File: config.mk
export PLATFORM = sky130hd
export DESIGN_NAME = compute_arbiter
export DESIGN_NICKNAME = d
export VERILOG_FILES = /design/src/rtl/accel_pkg.sv /design/src/rtl/compute_arbiter_picker.sv /design/src/rtl/compute_arbiter.sv
export SDC_FILE = /design/constraint.sdc
export NUM_CORES = 1
export LEC_CHECK = 0
export CORE_AREA = 2 2 100 102
export DETAILED_ROUTE_END_ITERATION = 16
export DIE_AREA = 0 0 102 104
export DONT_BUFFER_PORTS = 1
export GPL_TIMING_DRIVEN = 0
export PLACE_DENSITY = 0.74
export SETUP_SLACK_MARGIN = 0.2
export SLEW_MARGIN = 5
export SYNTH_ARGS = -nofsm -noshare
export SYNTH_HDL_FRONTEND = slang
export SYNTH_HIERARCHICAL = 1
export SYNTH_SLANG_ARGS = --single-unit
File: constraint.sdc
create_clock -name clk -period 4.46 [get_ports clk]
set_input_delay 1.338 -clock clk [delete_from_list [all_inputs] [get_ports clk]]
set_output_delay 1.338 -clock clk [all_outputs]
set_load 0.03 [all_outputs]
File: src/rtl/accel_pkg.sv
// Shared types for the accelerator datapath and the compute arbiter.
package accel_pkg;

    localparam int UNIT_COUNT    = 4;
    localparam int UNIT_ID_WIDTH = $clog2(UNIT_COUNT);
    localparam int MAT_DIM       = 2;
    localparam int ELEM_WIDTH    = 8;
    localparam int ACC_WIDTH     = 16;

    typedef logic [MAT_DIM-1:0][MAT_DIM-1:0][ELEM_WIDTH-1:0] matrix_t;
    typedef logic [MAT_DIM-1:0][ACC_WIDTH-1:0]               vector_t;

    typedef enum logic [1:0] {
        COMP_ADD,
        COMP_MUL,
        COMP_DOT,
        COMP_SCALE
    } comp_type_e;

    typedef enum logic [1:0] {
        ARB_IDLE,
        ARB_ISSUE,
        ARB_WAIT,
        ARB_RESP
    } arb_state_e;

    localparam int ARB_TIMEOUT_DEFAULT = 255;

endpackage

File: src/rtl/compute_arbiter_picker.sv
// Round-robin priority picker: first set request bit scanning from ptr upward,
// wrapping modulo N. Purely combinational.
module rr_priority_picker #(
    parameter int N     = 4,
    parameter int IDX_W = $clog2(N)
) (
    input  logic [N-1:0]     req,
    input  logic [IDX_W-1:0] ptr,
    output logic [N-1:0]     grant,
    output logic [IDX_W-1:0] idx,
    output logic             any
);

    int               pos;
    logic [IDX_W-1:0] pos_idx;

    // Walk the ring once starting at ptr; the first hit wins.
    always_comb begin
        grant   = '0;
        idx     = '0;
        any     = 1'b0;
        pos     = 0;
        pos_idx = '0;
        for (int i = 0; i < N; i++) begin
            pos = int'(ptr) + i;
            if (pos >= N) begin
                pos = pos - N;
            end
            pos_idx = IDX_W'(pos);
            if (!any && req[pos_idx]) begin
                any            = 1'b1;
                grant[pos_idx] = 1'b1;
                idx            = pos_idx;
            end
        end
    end

endmodule

File: src/rtl/compute_arbiter.sv
// Round-robin arbiter that serialises compute requests from several units onto
// the single shared compute unit and routes each result back to its owner.
//
// state     | meaning
// ----------+-------------------------------------------------------------
// ARB_IDLE  | no transaction; pick a winner among req_valid
// ARB_ISSUE | cu_request high, waiting for cu_ready handshake
// ARB_WAIT  | handshake done, waiting for cu_done
// ARB_RESP  | one-cycle rsp_valid pulse to owner, advance rr pointer
module compute_arbiter
    import accel_pkg::*;
#(
    parameter int NUM_REQ        = UNIT_COUNT,
    parameter int TIMEOUT_CYCLES = ARB_TIMEOUT_DEFAULT
) (
    input  logic                     clk,
    input  logic                     rst_n,
    input  logic [NUM_REQ-1:0]       req_valid,
    input  comp_type_e               req_type [NUM_REQ],
    input  matrix_t                  req_data [NUM_REQ],
    output logic [NUM_REQ-1:0]       req_ready,
    output logic [NUM_REQ-1:0]       rsp_valid,
    output logic                     rsp_err,
    output vector_t                  rsp_data,
    output logic                     cu_request,
    output logic [UNIT_ID_WIDTH-1:0] cu_unit_id,
    output comp_type_e               cu_comp_type,
    output matrix_t                  cu_data,
    input  logic                     cu_ready,
    input  logic                     cu_done,
    input  vector_t                  cu_result,
    output logic                     busy,
    output logic                     timeout_flag
);

    localparam int ID_W = UNIT_ID_WIDTH;
    localparam int TW   = $clog2(TIMEOUT_CYCLES + 1);

    arb_state_e         state, state_n;
    logic [ID_W-1:0]    rr_ptr, rr_ptr_n;
    logic [TW-1:0]      timer, timer_n;
    logic               timed_out;

    logic [NUM_REQ-1:0] req_ready_n, rsp_valid_n;
    logic               rsp_err_n, cu_request_n, busy_n, timeout_flag_n;
    vector_t            rsp_data_n;
    logic [ID_W-1:0]    cu_unit_id_n;
    comp_type_e         cu_comp_type_n;
    matrix_t            cu_data_n;

    logic [NUM_REQ-1:0] pick_grant;
    logic [ID_W-1:0]    pick_idx;
    logic               pick_any;

    rr_priority_picker #(
        .N     (NUM_REQ),
        .IDX_W (ID_W)
    ) u_picker (
        .req   (req_valid),
        .ptr   (rr_ptr),
        .grant (pick_grant),
        .idx   (pick_idx),
        .any   (pick_any)
    );

    assign timed_out = (timer == TW'(TIMEOUT_CYCLES));

    // Next-state and next-output decode; every output is registered below.
    always_comb begin
        state_n        = state;
        rr_ptr_n       = rr_ptr;
        timer_n        = timer;
        req_ready_n    = '0;
        rsp_valid_n    = '0;
        rsp_err_n      = 1'b0;
        rsp_data_n     = rsp_data;
        cu_request_n   = 1'b0;
        cu_unit_id_n   = cu_unit_id;
        cu_comp_type_n = cu_comp_type;
        cu_data_n      = cu_data;
        timeout_flag_n = timeout_flag;

        case (state)
            ARB_IDLE: begin
                if (pick_any) begin
                    state_n        = ARB_ISSUE;
                    req_ready_n    = pick_grant;
                    cu_unit_id_n   = pick_idx;
                    cu_comp_type_n = req_type[pick_idx];
                    cu_data_n      = req_data[pick_idx];
                    cu_request_n   = 1'b1;
                    timer_n        = '0;
                end
            end
            ARB_ISSUE: begin
                timer_n = timer + 1'b1;
                // Timeout wins over a coincident handshake so the abort is final.
                if (timed_out) begin
                    state_n        = ARB_RESP;
                    timeout_flag_n = 1'b1;
                    rsp_valid_n    = NUM_REQ'(1) << cu_unit_id;
                    rsp_err_n      = 1'b1;
                    rsp_data_n     = '0;
                end else if (cu_ready) begin
                    state_n = ARB_WAIT;
                end else begin
                    cu_request_n = 1'b1;
                end
            end
            ARB_WAIT: begin
                timer_n = timer + 1'b1;
                if (timed_out) begin
                    state_n        = ARB_RESP;
                    timeout_flag_n = 1'b1;
                    rsp_valid_n    = NUM_REQ'(1) << cu_unit_id;
                    rsp_err_n      = 1'b1;
                    rsp_data_n     = '0;
                end else if (cu_done) begin
                    state_n     = ARB_RESP;
                    rsp_valid_n = NUM_REQ'(1) << cu_unit_id;
                    rsp_data_n  = cu_result;
                end
            end
            ARB_RESP: begin
                state_n = ARB_IDLE;
                if (int'(cu_unit_id) == NUM_REQ - 1) begin
                    rr_ptr_n = '0;
                end else begin
                    rr_ptr_n = cu_unit_id + 1'b1;
                end
            end
            default: begin
                state_n = ARB_IDLE;
            end
        endcase

        busy_n = (state_n != ARB_IDLE);
    end

    // FSM state, round-robin pointer and timeout counter.
    always_ff @(posedge clk) begin
        if (!rst_n) begin
            state  <= ARB_IDLE;
            rr_ptr <= '0;
            timer  <= '0;
        end else begin
            state  <= state_n;
            rr_ptr <= rr_ptr_n;
            timer  <= timer_n;
        end
    end

    // Registered outputs.
    always_ff @(posedge clk) begin
        if (!rst_n) begin
            req_ready    <= '0;
            rsp_valid    <= '0;
            rsp_err      <= 1'b0;
            rsp_data     <= '0;
            cu_request   <= 1'b0;
            cu_unit_id   <= '0;
            cu_comp_type <= COMP_ADD;
            cu_data      <= '0;
            busy         <= 1'b0;
            timeout_flag <= 1'b0;
        end else begin
            req_ready    <= req_ready_n;
            rsp_valid    <= rsp_valid_n;
            rsp_err      <= rsp_err_n;
            rsp_data     <= rsp_data_n;
            cu_request   <= cu_request_n;
            cu_unit_id   <= cu_unit_id_n;
            cu_comp_type <= cu_comp_type_n;
            cu_data      <= cu_data_n;
            busy         <= busy_n;
            timeout_flag <= timeout_flag_n;
        end
    end

endmodule
=== Yosys cells after proc, flatten, opt, wreduce, memory -nomap -nowiden ===
Index checks and enable logic that the tools add are counted.

* Bits in registers: 92
* Bits of input ports: 176
* Output and inout bits: 80
* Logic and storage cells: 133

* $add $sub $neg: 9
* Order comparisons: 13
* Equality and inequality tests: 8
* Shift-type cells: 1
* Multiplexer cells: 60
* Bitwise logic cells: 4
* Reduce and logical (&&, ||, !) cells: 21

{| class="wikitable"
|+ Operator list
! kind !! number
|-
| 32-bit 2-to-1 mux || 5
|-
| 32-bit binary-select mux with 2-bit select || 1
|-
| 32-bit case mux with 2 select lines || 1
|-
| 2-bit 2-to-1 mux || 16
|-
| 4-bit 2-to-1 mux || 7
|-
| 1-bit 2-to-1 mux || 16
|-
| 8-bit case mux with 2 select lines || 1
|-
| 3-bit >= comparator (second input constant) || 4
|-
| 2-bit by 3-bit < comparator with 1-bit output (second input constant) || 4
|-
| 4-bit OR || 3
|-
| 8-bit by 1-bit adder with 8-bit output (second input constant) || 1
|-
| 1-bit binary-select mux with 2-bit select || 4
|-
| 1-bit demux with 2-bit select || 4
|-
| 8-bit equality test (second input constant) || 1
|-
| 2-bit by 1-bit >= comparator with 1-bit output (second input constant) || 4
|-
| 8-bit 2-to-1 mux || 1
|-
| 2-bit case mux with 4 select lines || 1
|-
| 4-bit case mux with 2 select lines || 1
|-
| 2-bit AND reduction || 4
|-
| 2-bit by 1-bit subtractor with 2-bit output (second input constant) || 4
|-
| 1-bit logical AND || 7
|-
| 2-bit by 2-bit adder with 3-bit output (second input constant) || 2
|-
| 3-bit AND reduction || 2
|-
| 2-bit nonzero test || 3
|-
| 14 further kinds || 19
|}

=== Longest topological paths before layout ===
* Depth in word-level cells: 18
* Mapped depth: 12
* Gate-level depth less buffers: 9

=== By module ===
Netlist, hierarchy kept.

{| class="wikitable"
|+ By module, submodules not included
! module !! instances !! cells each !! area an instance (µm²) !! seq. area each (µm²)
|-
| compute_arbiter || 1 || 380 || 4255.3 || 1841.8
|-
| rr_priority_picker || 1 || 45 || 421.7 || 0.0
|}

=== Worst setup path before layout ===
No wires, ideal clock.

* Kind: input to register
* Start: input port req_valid[2]
* End: register cu_comp_type[0]
* Library setup time: 0.117 ns
* Data arrival time: 3.372 ns
* Required time: 4.343 ns
* Setup slack: 0.971 ns
* Stages: 9
* Path buffers: 3
* Path through: mux4_2 -> buf_6 -> nor4b_4 -> nor2_1 -> a32o_1 -> clkbuf_1 -> buf_2 -> mux4_2 -> a22o_1

* Word-level cells in the longest chain between the ends: 16
* Elaborated cells between the ends (all ways): 27
* Those cells by class: 19 x mux; 1 x bitwise; 7 x reduce/logical

{| class="wikitable"
|+ RTL lines
! item !! RTL line !! source
|-
| start, declared || compute_arbiter.sv:18 || <nowiki>input logic [NUM_REQ-1:0] req_valid,</nowiki>
|-
| 1-bit binary-select mux with 2-bit select || compute_arbiter_picker.sv:30 || <nowiki>if (!any && req[pos_idx]) begin</nowiki>
|-
| 1-bit 2-to-1 mux (not written as such) || compute_arbiter_picker.sv:30 ||
|-
| 1-bit 2-to-1 mux || compute_arbiter_picker.sv:30 ||
|-
| 1-bit zero test || compute_arbiter_picker.sv:30 ||
|-
| 1-bit logical AND || compute_arbiter_picker.sv:30 ||
|-
| 1-bit 2-to-1 mux || compute_arbiter_picker.sv:30 ||
|-
| 1-bit zero test || compute_arbiter_picker.sv:30 ||
|-
| 1-bit logical AND || compute_arbiter_picker.sv:30 ||
|-
| 1-bit 2-to-1 mux || compute_arbiter_picker.sv:30 ||
|-
| 1-bit zero test || compute_arbiter_picker.sv:30 ||
|-
| 1-bit logical AND || compute_arbiter_picker.sv:30 ||
|-
| 2-bit 2-to-1 mux (*) || compute_arbiter_picker.sv:30 ||
|-
| net pick_idx[1] || compute_arbiter.sv:52 || <nowiki>logic [ID_W-1:0] pick_idx;</nowiki>
|-
| 2-bit NOT with 3-bit output (not written as such) (*) || compute_arbiter.sv:89 || <nowiki>cu_comp_type_n = req_type[pick_idx];</nowiki>
|-
| 2-bit binary-select mux with 2-bit select (*) || compute_arbiter.sv:89 ||
|-
| 2-bit 2-to-1 mux (not written as such) (*) (2 in a row) || compute_arbiter.sv:89 ||
|-
| end signal, assigned || compute_arbiter.sv:173 || <nowiki>cu_comp_type <= cu_comp_type_n;</nowiki>
|-
| end, declared || compute_arbiter.sv:27 || <nowiki>output comp_type_e cu_comp_type,</nowiki>
|}

The timed path passes the listed nets; every way through them passes the cells marked *. The select of a mux whose other input is x is not followed.
A chain may end at the register's enable or synchronous reset.

=== Worst setup path in the final report ===
* Start: input port req_valid[2]
* End: register cu_comp_type[1]

Same word-level chain as after synthesis.

==> flow_summary.json <==
{
  "gp_congestion": 0.903,
  "port_buffers": 0,
  "synth_fa_ha_area_frac": 0.0401,
  "grt_pass1_wl_um": 18200,
  "drc": 0,
  "grt_pass1_vias": 3393,
  "clock_skew_ns": 0.00919,
  "ys.flop_type": "dfxtp_1",
  "dr.pass1.iters": 5,
  "muxShareOfSynthArea": 0.199,
  "run_status": "finished clean",
  "die_x_um": 102,
  "cap_violations": 0,
  "r2r.worst_path.cells": 10,
  "synth-xor-area-share": 0.00562,
  "power_mw": 2.02,
  "viasPerCell": 6.20,
  "start_util": 0.490,
  "ir_worst_vdd_v": 0.000251,
  "cts_tree": "done",
  "yosysSeqAreaShare": 0.394,
  "setup.worst_path.end_class": "register",
  "slew_viol_final": 0,
  "place_hpwl_um": 10100,
  "reg2reg_to": "cu_comp_type[1]",
  "synth_compound_area_frac": 0.165,
  "core.rowCount": 36,
  "hold_ws_ns": 0.529,
  "cts_max_path_buffers": 2,
  "layout-drive-gt1-share": 0.209,
  "cp_max_fo": 10,
  "vias": 3558,
  "nets": 627,
  "post_cts.repair.setup_buffers": 0,
  "cts_resized": 0,
  "clk_pin_slew_ns": 0.09,
  "synth_top_area_frac": 0.394,
  "h-tree-depth": 3,
  "ant_nets": 0,
  "worst_pin_slew_ns": 0.528,
  "setup_tns_ns": 0,
  "synth_cell_type_count": 55,
  "min_from": "timer[7]",
  "initialDrtViolationCount": 199,
  "synth_fp_nets": 616,
  "diodes": 0,
  "synthTopCellsByArea": "dfxtp_1 (39%), mux4_2 (17%), a22o_1 (6.7%)",
  "cts_buffers": 9,
  "arrival_ns": 3.68,
  "synth-simple-area-share": 0.140,
  "finalSetupViolations": 0,
  "synthesis.area_um2": 4680,
  "synth_edf_count": 0,
  "synth_top_family_by_area": "multiplexers",
  "root_buffer": "clkbuf_8",
  "fillers": 878,
  "reg2reg_from": "rr_ptr[1]",
  "crit_required_ns": 4.69,
  "postCtsHoldBufs": 0,
  "synth_most_common_cell": "dfxtp_1",
  "power_density_nw_per_um2": 402,
  "layout_min_cycle_time_ns": 3.44,
  "synth_warnings": 6,
  "totalWireLength_um": 12600,
  "startpoint_type": "input pin",
  "async_reset_ff_frac": 0,
  "boundaryPins": 256,
  "grt_max_degree": 17,
  "post-place-ws_ns": 0.659,
  "hold_end": "timer[7]",
  "areaGrowthSynthToFinish_pct": 7.49,
  "synth_commonest_cells": "dfxtp_1 (92), a22o_1 (36), mux4_2 (36), o21ai_0 (36), nand2_1 (35)",
  "fin_crit_sh": 0.772,
  "core_area_um2": 9550,
  "overflow": 0,
  "clkLatencyLatePin_ns": 0.35,
  "slew_headroom": 0.648,
  "r2r_slack_ns": 1.07,
  "synth.ff_latch_count": 92,
  "path_class": "in2reg",
  "wl_per_cell_um": 22.0,
  "holdPathStages": 2,
  "clock-sinks": 92,
  "synth_area_per_cell_um2": 11.0,
  "die_area_um2": 10600,
  "antenna_found_initial": 0,
  "synth_largest_area_cell": "dfxtp_1",
  "worst_slack_ns": 1.02,
  "die_h_um": 104,
  "p_leak_nw": 1.84,
  "rsz0062_at_grt": "no",
  "max_freq_mhz": 290,
  "finalHoldViolations": 0,
  "grt_use_total": 0.223,
  "syn-instance-count": 425,
  "min_path_type": "reg2reg"
}
==> routing by layer <==
layer | GRT usage | vias up | share of wire
met2 | 0.389 | 182 | 0.51
met5 | 0 | - | 0
li1 | - | 1664 | -
met3 | 0.0901 | 15 | 0.11
met4 | 0.0524 | 0 | 0.011
met1 | 0.251 | 1697 | 0.38
==> final cells by class <==
type	count	area, um^2	area share
plain buffers	36	224	0.0445
flip-flops and latches	92	1840	0.366
well taps	133	166	0.0331
clock buffers	10	138	0.0274
inverters	11	41.3	0.00821
multi-input cells	286	2570	0.511
clock inverters	6	46.3	0.00921
==> worst max path at each step <==
stage / from / to / slack, ns / cells after the start
final: req_valid[2] / cu_comp_type[1] / 1.02 / 8
after detailed placement: req_valid[0] / cu_data[9] / 0.66 / 7
after global routing: rr_ptr[1] / cu_comp_type[1] / 0.87 / 11
after floorplan: req_valid[2] / cu_comp_type[0] / 0.97 / 9
after CTS: req_valid[2] / cu_data[29] / 1.03 / 9
after global placement: req_valid[2] / cu_data[10] / 0.69 / 8
==> critical path, stage by stage <==
cell	delay [ns]
mux4_2	0.46
buf_6	0.16
nor3_1	0.26
a32o_1	0.21
clkbuf_1	0.37
buf_2	0.34
mux4_2	0.33
a22o_1	0.20
==> where the power goes <==
part	switching (mW)	total [mW]	leakage, nW	internal (mW)
registers	0.191	1.08	0.751	0.894
logic	0.201	0.409	1.00	0.207
clock network	0.308	0.530	0.0893	0.222
==> kinds of logic (layout without fill, tap and decap cells) <==
| group | count (synthesis) | count (layout) |
|---|---|---|
| DFF | 92 | 92 |
| buffers and inverters | 47 | 63 |
| and+or+nand+nor | 114 | 114 |
| muxes | 44 | 44 |
| adders and majority gates | 15 | 15 |
| AOI/OAI and AO/OA | 110 | 110 |
| xor gates and xnor gates | 3 | 3 |
==> flip-flops by register name, indices dropped and copies added (netlist names) <==
| register | count |
|---|---|
| cu_unit_id | 2 |
| cu_comp_type | 2 |
| timer | 8 |
| cu_data | 32 |
| rsp_valid | 4 |
| timeout_flag | 1 |
| rsp_data | 32 |
| rsp_err | 1 |
| rr_ptr | 2 |
| req_ready | 4 |
| busy | 1 |
| state | 2 |
| cu_request | 1 |
==> metrics by stage <==
stage / instance area [um^2] / utilization / cells
floorplan: 4680 / - / 425
global placement: 4840 / 0.507 / 558
global route: 5030 / 0.526 / 574
CTS: 5030 / 0.526 / 574
detailed placement: 4840 / 0.507 / 558
finish: 5030 / 0.526 / 574
==> layout by cell type, fill, tap and decap left out, types with 2 or more instances in the layout <==
cell         n
buf_2       11
buf_4        6
buf_6        7
and2_1       5
a21oi_2      2
a22o_1      36
nand2_1     35
clkbuf_1    11
o21ai_1      5
xor2_1       3
clkinvlp_4   2
inv_1       10
a21oi_1      8
o21ai_0     36
inv_6        2
a21o_1       2
dfxtp_1     92
ha_1        15
or3_1        2
mux4_1       2
mux2i_1      4
a22oi_1      8
nand2b_1     3
and3_4       2
and3_1       6
clkbuf_8    10
nand4_1     34
mux4_2      36
nor2_1      13
o31ai_1      2
nor2b_1      2
(Power assumes the default switching activity.)
